$ cat src/rtl/eprom_prog_pkg.sv
`default_nettype none
// ============================================================================
//  Module   : eprom_prog_pkg
//  Purpose  : Shared types and constants for the EPROM program/verify sequencer
//  Revision : 1.0 - initial release
// ============================================================================
package eprom_prog_pkg;

    typedef enum logic [2:0] {
        IDLE     = 3'd0,
        SETUP    = 3'd1,
        PULSE    = 3'd2,
        RECOVER  = 3'd3,
        VERIFY   = 3'd4,
        OVERPROG = 3'd5,
        FINISH   = 3'd6
    } state_t;

    // EPROM control pins are active-low
    localparam logic       PIN_ASSERT    = 1'b0;
    localparam logic       PIN_DEASSERT  = 1'b1;
    localparam logic [7:0] PROG_CMD_BYTE = 8'd2;
    localparam int         TIMER_W       = 24;

endpackage
`default_nettype wire

$ cat src/rtl/eprom_delay_timer.sv
`default_nettype none
// ============================================================================
//  Module   : eprom_delay_timer
//  Purpose  : Loadable down-counter with zero flag, shared by all timed states
//  Revision : 1.0 - initial release
// ============================================================================
module eprom_delay_timer #(
    parameter int WIDTH = 24
) (
    input  logic             osc,
    input  logic             rst,
    input  logic             load,
    input  logic [WIDTH-1:0] load_val,
    output logic             zero
);

    logic [WIDTH-1:0] r_cnt;

    always_ff @(posedge osc or posedge rst) begin
        if (rst) begin
            r_cnt <= '0;
        end else if (load) begin
            r_cnt <= load_val;
        end else if (r_cnt != '0) begin
            r_cnt <= r_cnt - 1'b1;
        end
    end

    assign zero = (r_cnt == '0);

endmodule
`default_nettype wire

$ cat src/rtl/eprom_prog_sequencer.sv
`default_nettype none
// ============================================================================
//  Module   : eprom_prog_sequencer
//  Purpose  : M2764A-style byte program/verify sequencer driving the ZIF pins.
//             Define EPROM_SEQ_OVERPROG_EN to add the final overprogram pulse.
//  Revision : 1.0 - initial release
// ============================================================================
module eprom_prog_sequencer
    import eprom_prog_pkg::*;
#(
    parameter int ADDR_W        = 13,
    parameter int DATA_W        = 8,
    parameter int TICKS_PER_MS  = 12000,
    parameter int MAX_PULSES    = 25,
    parameter int OVERPROG_MULT = 3,
    parameter int SETTLE_TICKS  = 24
) (
    input  logic              osc,
    input  logic              rst,
    input  logic              start,
    input  logic              abort,
    input  logic [ADDR_W-1:0] cmd_addr,
    input  logic [DATA_W-1:0] cmd_data,
    output logic              busy,
    output logic              done,
    output logic              fail,
    output logic [7:0]        pulse_cnt,
    output logic [ADDR_W-1:0] dut_addr,
    output logic [DATA_W-1:0] dut_dout,
    output logic              dut_doe,
    input  logic [DATA_W-1:0] dut_din,
    output logic              dut_E,
    output logic              dut_G,
    output logic              dut_P
);

    localparam logic [TIMER_W-1:0] C_SETTLE_LOAD = TIMER_W'(SETTLE_TICKS - 1);
    localparam logic [TIMER_W-1:0] C_PULSE_LOAD  = TIMER_W'(TICKS_PER_MS - 1);

    state_t              r_state, w_next;
    logic [ADDR_W-1:0]   r_addr;
    logic [DATA_W-1:0]   r_data;
    logic [7:0]          r_pulse_cnt;
    logic                r_fail, r_busy, r_done, r_doe, r_E, r_G, r_P;
    logic                w_load, w_latch, w_pulse_inc, w_set_fail, w_zero;
    logic [TIMER_W-1:0]  w_load_val;

`ifdef EPROM_SEQ_OVERPROG_EN
    logic                r_passed;
    logic                w_set_pass;
    logic [15:0]         w_op_ms;
    logic [TIMER_W-1:0]  w_op_ticks;

    assign w_op_ms    = 16'(OVERPROG_MULT) * {8'd0, r_pulse_cnt};
    assign w_op_ticks = TIMER_W'(w_op_ms) * TIMER_W'(TICKS_PER_MS);
`endif

    eprom_delay_timer #(.WIDTH(TIMER_W)) u_timer (
        .osc      (osc),
        .rst      (rst),
        .load     (w_load),
        .load_val (w_load_val),
        .zero     (w_zero)
    );

    always_comb begin
        w_next      = r_state;
        w_load      = 1'b0;
        w_load_val  = C_SETTLE_LOAD;
        w_latch     = 1'b0;
        w_pulse_inc = 1'b0;
        w_set_fail  = 1'b0;
`ifdef EPROM_SEQ_OVERPROG_EN
        w_set_pass  = 1'b0;
`endif
        if (r_state != IDLE && r_state != FINISH && abort) begin
            w_next     = FINISH;
            w_set_fail = 1'b1;
        end else begin
            case (r_state)
                IDLE: if (start) begin
                    w_next  = SETUP;
                    w_load  = 1'b1;
                    w_latch = 1'b1;
                end
                SETUP: if (w_zero) begin
                    w_load = 1'b1;
`ifdef EPROM_SEQ_OVERPROG_EN
                    if (r_passed) begin
                        w_next     = OVERPROG;
                        w_load_val = w_op_ticks - 1'b1;
                    end else
`endif
                    begin
                        w_next      = PULSE;
                        w_load_val  = C_PULSE_LOAD;
                        w_pulse_inc = 1'b1;
                    end
                end
                PULSE: if (w_zero) begin
                    w_next = RECOVER;
                    w_load = 1'b1;
                end
                RECOVER: if (w_zero) begin
                    w_load = 1'b1;
                    w_next = VERIFY;
`ifdef EPROM_SEQ_OVERPROG_EN
                    if (r_passed) w_next = FINISH;
`endif
                end
                VERIFY: if (w_zero) begin
                    if (dut_din == r_data) begin
`ifdef EPROM_SEQ_OVERPROG_EN
                        w_next     = SETUP;
                        w_load     = 1'b1;
                        w_set_pass = 1'b1;
`else
                        w_next     = FINISH;
`endif
                    end else if (r_pulse_cnt < 8'(MAX_PULSES)) begin
                        w_next = SETUP;
                        w_load = 1'b1;
                    end else begin
                        w_next     = FINISH;
                        w_set_fail = 1'b1;
                    end
                end
`ifdef EPROM_SEQ_OVERPROG_EN
                OVERPROG: if (w_zero) begin
                    w_next = RECOVER;
                    w_load = 1'b1;
                end
`endif
                FINISH:  w_next = IDLE;
                default: w_next = IDLE;
            endcase
        end
    end

    // Pin levels are registered from the next state so they change glitch-free on the edge
    always_ff @(posedge osc or posedge rst) begin
        if (rst) begin
            r_state     <= IDLE;
            r_addr      <= '0;
            r_data      <= '0;
            r_pulse_cnt <= '0;
            r_fail      <= 1'b0;
            r_busy      <= 1'b0;
            r_done      <= 1'b0;
            r_doe       <= 1'b0;
            r_E         <= PIN_DEASSERT;
            r_G         <= PIN_DEASSERT;
            r_P         <= PIN_DEASSERT;
`ifdef EPROM_SEQ_OVERPROG_EN
            r_passed    <= 1'b0;
`endif
        end else begin
            r_state <= w_next;
            if (w_latch) begin
                r_addr      <= cmd_addr;
                r_data      <= cmd_data;
                r_pulse_cnt <= '0;
                r_fail      <= 1'b0;
`ifdef EPROM_SEQ_OVERPROG_EN
                r_passed    <= 1'b0;
`endif
            end
            if (w_pulse_inc && r_pulse_cnt != 8'hFF) r_pulse_cnt <= r_pulse_cnt + 8'd1;
            if (w_set_fail) r_fail <= 1'b1;
`ifdef EPROM_SEQ_OVERPROG_EN
            if (w_set_pass) r_passed <= 1'b1;
`endif
            r_busy <= (w_next != IDLE) && (w_next != FINISH);
            r_done <= (w_next == FINISH);
            r_doe  <= (w_next == SETUP) || (w_next == PULSE) ||
                      (w_next == RECOVER) || (w_next == OVERPROG);
            r_E    <= (w_next == IDLE || w_next == FINISH) ? PIN_DEASSERT : PIN_ASSERT;
            r_G    <= (w_next == VERIFY) ? PIN_ASSERT : PIN_DEASSERT;
            r_P    <= (w_next == PULSE || w_next == OVERPROG) ? PIN_ASSERT : PIN_DEASSERT;
        end
    end

    assign busy      = r_busy;
    assign done      = r_done;
    assign fail      = r_fail;
    assign pulse_cnt = r_pulse_cnt;
    assign dut_addr  = r_addr;
    assign dut_dout  = r_data;
    assign dut_doe   = r_doe;
    assign dut_E     = r_E;
    assign dut_G     = r_G;
    assign dut_P     = r_P;

endmodule
`default_nettype wire
$ cat config.mk
export PLATFORM = sky130hd
export DESIGN_NAME = eprom_prog_sequencer
export DESIGN_NICKNAME = d
export VERILOG_FILES = /design/src/rtl/eprom_prog_pkg.sv /design/src/rtl/eprom_delay_timer.sv /design/src/rtl/eprom_prog_sequencer.sv
export SDC_FILE = /design/constraint.sdc
export NUM_CORES = 1
export LEC_CHECK = 0
export BUFFER_PORTS_ARGS = -buffer_cell sky130_fd_sc_hd__buf_2
export CORE_ASPECT_RATIO = 2
export CORE_MARGIN = 3
export CORE_UTILIZATION = 50
export CTS_CLUSTER_DIAMETER = 50
export DETAILED_ROUTE_END_ITERATION = 8
export MAX_ROUTING_LAYER = met4
export PLACE_DENSITY = 0.78
export SLEW_MARGIN = 30
export SYNTH_ARGS = -nofsm -noshare
export SYNTH_HDL_FRONTEND = slang
export SYNTH_HIERARCHICAL = 1
export SYNTH_SLANG_ARGS = --single-unit
$ cat constraint.sdc
create_clock -name osc -period 3.79 [get_ports osc]
set_input_delay 0.1895 -clock osc [delete_from_list [all_inputs] [get_ports osc]]
set_output_delay 0.1895 -clock osc [all_outputs]
set_load 0.005 [all_outputs]
==> metrics, run 1 <==
Clock Root Buffer=clkbuf_16; H-tree depth=3; wire length per cell=between 15 and 20 um; layout cell share with drive strength beyond 1=0.235; Setup WS post-layout=0.664 ns; Cell Area, Placed=around 4000 sq um; Tot GR Track Use=0.245; outcome=completed; die area=between 8000 and 9000 sq um; Min-Delay Path Class=in -> reg; row cnt=42; total core area=6730 sq um; Seq/Total Area, Yosys=0.448; pwr dens=roughly 780 nW/um^2; area occupied by multi-input gates=roughly 1800 sq um; Congestion Overflow GR=0; Ant. Diodes=0; worst-margin pin slew=slightly above 0.6 ns; syn avg cell area=8.82 sq um; Clock Sinks=63; max cap viols=0; vias in the first global route=~3300; WL final=around 9 mm; clock transition at the registers of the reported paths=~0.050 ns; Final HPWL DP=between 6 and 7 mm; vias per cell=5.63; Max Slew Vio Count=0; count leader, synth=nand2_1; setup repair bufs after CTS=0; first-pass GRT wire length=15.1 mm; Area Growth Syn to Fin=21.8%; Yosys warning count=6; Mapped Area=approximately 3500 sq um; Worst Setup Start Kind=flip-flop; final core occ=0.639; Peak Freq=~0.32 GHz; Worst path max stage delay=~0.52 ns; Die Width=~65 um; final worst path period share=0.825; largest net degree at the start of global routing=41; FF+latch area=approximately 1600 sq um; flip-flop and latch count after synthesis=63; fill count=slightly above 600; Critical Path End Type=flip-flop; top post-synthesis cells by area=dfrtp_1 (43%), nand2_1 (9.3%), nor2_1 (3.1%); Mapped Cells=400; unrepaired setup endpoints after global routing=no; worst path bufs/invs=2; CTS tree=built; DP Cell Count=about 560; vias=~3200; Relative slew margins=0.595; initial antenna violation count=0; post-layout net count=518; number of CTS-inserted buffers=9; routability cong.=around 0.95; most instantiated cells after synthesis=nand2_1 (87), dfrtp_1 (60), nor2_1 (29), o21ai_0 (21), inv_1 (20); share of the synthesized area in the top cell type=0.426; data arrival time of the critical path=about 3.3 ns; Worst-Skew Late Latency=0.33 ns; EDFF count, synth=0; count of final hold-check violations=0; worst setup path class=reg -> reg; critical path peak fanout=40; Most used DFF post-synth=dfrtp_1; clock buffer depth=2; family with the most delay on the worst path=simple AND/OR/NAND/NOR gates; Peak VDD IR=approximately 0.00049 V; Finished Layout Cells=574; CP cell instances=inv_1 -> ha_1 -> nor4b_1 -> nand4_1 -> nor2_1 -> nand2_1 -> o21ai_2 -> buf_4 -> nand2b_1 -> o21ai_0 -> a31oi_1 -> o31ai_1; starting density of the core=0.525; I/O pins=69; Worst Skew=between 0.006 and 0.007 ns; drt pass-1 iters=4; die height=125 um; Lkg Pwr=between 1.5 and 2 nW; worst slack, placed=~0.74 ns; final setup violation count=0; Period minus WS final=approximately 3.1 ns; Antenna Nets Post-Route=0; # DRC=0; Buffers on Ports=68; Critical Path RT=just under 4 ns; setup TNS=0 ns; Cell variety after synth=65; slowest CP cell=nor2_1; cell taking the most area after synthesis=dfrtp_1; drt initial violations=170; cell area after layout=roughly 4300 sq um; asr flop ratio synth=1.00
[placed cells by master, fill, tap and decap left out, types with 9 or more instances in the layout]
master,count
nor2_1,29
conb_1,17
buf_2,68
o21ai_0,20
inv_1,19
clkbuf_16,9
a31oi_1,9
nand3_1,11
xnor2_1,12
dfrtp_1,60
a21oi_1,10
nand2_1,87
[routing by layer]
layer,global-route usage,wire [um],part of all wire,vias up
met5,-,0,0,-
met2,0.417,4850,0.53,134
met3,0.0478,477,0.053,41
met1,0.245,3270,0.36,1499
met4,0.161,490,0.054,0
li1,-,-,-,1558
[kinds of logic after synthesis]
family | synth area share
and+or+nand+nor | 0.279
xor gates and xnor gates | 0.0397
buffers and inverters | 0.0450
adders and majority gates | 0.0142
DFF | 0.448
other | 0.00213
AOI/OAI and AO/OA | 0.172
[flip-flops by register name, indices dropped and copies added (netlist names)]
name and flops:
u_timer/r_cnt 24, dut_addr 13, dut_dout 8, pulse_cnt 8, r_state 3, busy 1, done 1, dut_E 1
dut_G 1, dut_P 1, dut_doe 1, fail 1
[report_power, final]
part | leakage (nW) | total, mW | internal (mW) | switching [mW]
Combinational | 1.05 | 1.25 | 0.536 | 0.710
Sequential | 0.781 | 1.25 | 0.954 | 0.299
Clock | 0.146 | 0.835 | 0.544 | 0.291
[worst reg2reg max path: stages, from the launching register on]
cell and delay, ns:
dfrtp_1 0.42, inv_1 0.12, ha_1 0.14, nor4b_1 0.39
nand4_1 0.16, nor2_1 0.52, nand2_1 0.16, o21ai_2 0.18
buf_4 0.39, nand2b_1 0.17, o21ai_0 0.08, a31oi_1 0.16
o31ai_1 0.10
[repair_timing]
| action | 4_1_cts | 5_1_grt |
|---|---|---|
| setup endpoints to repair | 0 | 0 |
| hold buffers | 1 | 0 |
| hold endpoints to repair | 13 | 0 |
| gates resized for setup | 0 | 0 |
[layout make-up]
class	count	area share
clock buffer	13	0.0606
clock inverter	3	0.00990
inverter	20	0.0175
multi-input combinational	314	0.430
sequential	63	0.368
tap	88	0.0256
timing repair buffer	73	0.0885
[final timing paths]
path                                                   start                       endpoint  slack (ns)  depth (start not counted)
worst max-delay path            u_timer/r_cnt[0]$_DFFE_PP0P_  u_timer/r_cnt[13]$_DFFE_PP0P_        0.66                         12
worst min-delay path                            cmd_addr[12]       dut_addr[12]$_DFFE_PP0P_        0.05                          3
worst max register to register  u_timer/r_cnt[0]$_DFFE_PP0P_  u_timer/r_cnt[13]$_DFFE_PP0P_        0.66                         12
worst min register to register       dut_addr[6]$_DFFE_PP0P_        dut_addr[6]$_DFFE_PP0P_        0.47                          2
max in group asynchronous                                rst                dut_E$_DFF_PP1_        2.90                          4
min in group asynchronous                                rst   u_timer/r_cnt[4]$_DFFE_PP0P_        0.45                          3
[per-stage QoR]
| step | power [mW] | hold slack, ns |
|---|---|---|
| after floorplan | 2.09 | 0.204 |
| after global placement | 2.43 | 0.327 |
| after detailed placement | 2.49 | 0.341 |
| after CTS | 3.35 | 0.0383 |
| after global routing | 3.56 | 0.0508 |
| final | 3.33 | 0.0471 |
Note: power is estimated with default switching activity, not from simulation.
==> run 2: changes to the inputs <==
==> constraint.sdc (replaced) <==
create_clock -name osc -period 2.9 [get_ports osc]
set_input_delay 0.145 -clock osc [delete_from_list [all_inputs] [get_ports osc]]
set_output_delay 0.145 -clock osc [all_outputs]
set_load 0.005 [all_outputs]
==> run 2 against run 1 <==
Net effect:
- global-route usage grew 1.4 points
- largest power group is now combinational cells
- setup slack worse by 0.38 ns
- sequential power rose by 32%
- clock skew is 0.0029 ns lower
- first-iteration DRC count rose by 17%
- clock power is 53% higher
- combinational power rose by 35%
==> metrics, run 2 (same netlist as run 1, synthesis figures left out) <==
count of final hold-check violations=0 (unchanged); wire length per cell=16.0 um (was 15.8 um); worst setup path class=reg -> reg (unchanged); setup TNS=0 ns (unchanged); critical path peak fanout=28 (was 40); die area=8160 sq um (unchanged); top layer in use=met4 (unchanged); total core area=6730 sq um (unchanged); max cap viols=0 (unchanged); unrepaired setup endpoints after global routing=no (unchanged); Worst Setup Start Kind=flip-flop (unchanged); Peak Freq=0.382 GHz (was 0.320 GHz); Min-Delay Path Class=in -> reg (unchanged); starting density of the core=0.525 (unchanged); commonest non-fill, non-tap cell in the layout=nand2_1 (unchanged); data arrival time of the critical path=2.81 ns (was 3.32 ns); R2R depth=11 (was 12); wl on met1=3.25 mm (was 3.27 mm); # DRC=0 (unchanged); layout cell share with drive strength beyond 1=0.243 (was 0.235); I/O pins=69 (unchanged); final core occ=0.675 (was 0.639); pwr dens=1020 nW/um^2 (was 776 nW/um^2); Final HPWL DP=6.86 mm (was 6.57 mm); final setup violation count=0 (unchanged); routed wl met3=463 um (was 477 um); fill count=558 (was 617); H-tree depth=3 (unchanged); drt initial violations=199 (was 170); Worst-Skew Late Latency=0.33 ns (about the same); worst-margin pin slew=0.574 ns (was 0.606 ns); Peak VDD IR=0.000632 V (was 0.000485 V); Hold WS=0.00697 ns (was 0.0471 ns); Ant. Diodes=0 (unchanged); vias=3373 (was 3232); largest register by flop count=u_timer/r_cnt (unchanged); Clock Sinks=63 (unchanged); first-pass GRT wire length=16.0 mm (was 15.1 mm); die height=125 um (unchanged); CTS tree=built (unchanged); vias per cell=5.68 (was 5.63); Critical Path End Type=flip-flop (unchanged); initial antenna violation count=0 (unchanged); Buffers on Ports=68 (unchanged); vias in the first global route=3535 (was 3319); Max Slew Vio Count=0 (unchanged); post-layout net count=538 (was 518); number of CTS-inserted buffers=9 (unchanged); WL final=9.52 mm (was 9.08 mm); Power Total=4.62 mW (was 3.33 mW); clock transition at the registers of the reported paths=0.05 ns (about the same); number of flip-flops in the largest register=24 (unchanged); Critical Path RT=3.10 ns (was 3.98 ns); Hold Path Depth=3 (unchanged); Antenna Nets Post-Route=0 (unchanged); Clock Root Buffer=clkbuf_16 (unchanged); clock buffer depth=2 (unchanged); metal2 WL=5.47 mm (was 4.85 mm); routability cong.=0.952 (was 0.954); row cnt=42 (unchanged); largest net degree at the start of global routing=40 (was 41); Congestion Overflow GR=0 (unchanged); final worst path period share=0.902 (was 0.825); Worst Skew=0.00400 ns (was 0.00685 ns); outcome=completed (unchanged); most frequent cells in the layout=nand2_1 (87), buf_2 (68), dfrtp_1 (60), nor2_1 (29), o21ai_0 (20) (unchanged); Relative slew margins=0.616 (was 0.595); drt pass-1 iters=4 (unchanged); Area Growth Syn to Fin=28.8% (was 21.8%); Tot GR Track Use=0.259 (was 0.245); Lkg Pwr=2.09 nW (was 1.97 nW); Die Width=65.4 um (unchanged); Period minus WS final=2.62 ns (was 3.13 ns)
[run 2: cell count changes in the layout (fill, tap and decap cells not counted), sizes merged]
cell and delta:
buf +6, bufinv +2, clkbuf -2, clkinv +1
clkinvlp -1, dlygate4sd3 +14
[run 2: metal layers]
metal / track usage / vias up
li1: - / 1596
met4: 0.123 / 0
met2: 0.477 / 123
met1: 0.245 / 1623
met3: 0.0514 / 31
met5: - / -
[run 2: worst paths after layout]
check,start,endpoint,slack (ns)
max,u_timer/r_cnt[11]$_DFFE_PP0P_,u_timer/r_cnt[13]$_DFFE_PP0P_,0.28
min,cmd_addr[8],dut_addr[8]$_DFFE_PP0P_,0.007
max reg2reg,u_timer/r_cnt[11]$_DFFE_PP0P_,u_timer/r_cnt[13]$_DFFE_PP0P_,0.28
min reg2reg,dut_addr[6]$_DFFE_PP0P_,dut_addr[6]$_DFFE_PP0P_,0.47
max in group asynchronous,rst,dut_G$_DFF_PP1_,2.05
min in group asynchronous,rst,u_timer/r_cnt[13]$_DFFE_PP0P_,0.42
[run 2: final cells by class]
type,instances,area (sq um),share of cell area
clock inverters,5,104,0.0229
repair buffers,93,566,0.124
flip-flops and latches,63,1580,0.348
multi-input cells,314,1860,0.408
inverters,20,75.1,0.0165
clock buffers,11,253,0.0556
well taps,88,110,0.0242
[run 2: through the flow]
stage	setup WS, ns	cell area, sq um	cells
floorplan	0.173	3580	415
global placement	0.345	4030	563
detailed placement	0.221	4030	563
CTS	0.202	4540	594
global route	0.0140	4540	594
finish	0.284	4540	594
[run 2: timing repair]
item	CTS	global route
endpoints found under the setup margin	0	2
gates resized for setup	0	1
hold buffers	15	0
endpoints found under the hold margin	74	0
setup buffers	0	0
[run 2: critical path: stages, from the launching register on]
cell,delay (ns)
dfrtp_1,0.45
nor3_1,0.47
nand3_1,0.20
nor2_1,0.14
buf_4,0.18
nand2_1,0.09
o21ai_2,0.19
buf_4,0.31
nand2b_1,0.14
o21ai_0,0.07
a31oi_1,0.15
o31ai_1,0.09
[run 2: power by group]
part	switching (mW)	leakage, nW	internal, mW	total (mW)
clock network	0.397	0.176	0.886	1.28
logic	0.939	1.14	0.748	1.69
registers	0.405	0.781	1.25	1.65
total	1.74	2.09	2.88	4.62
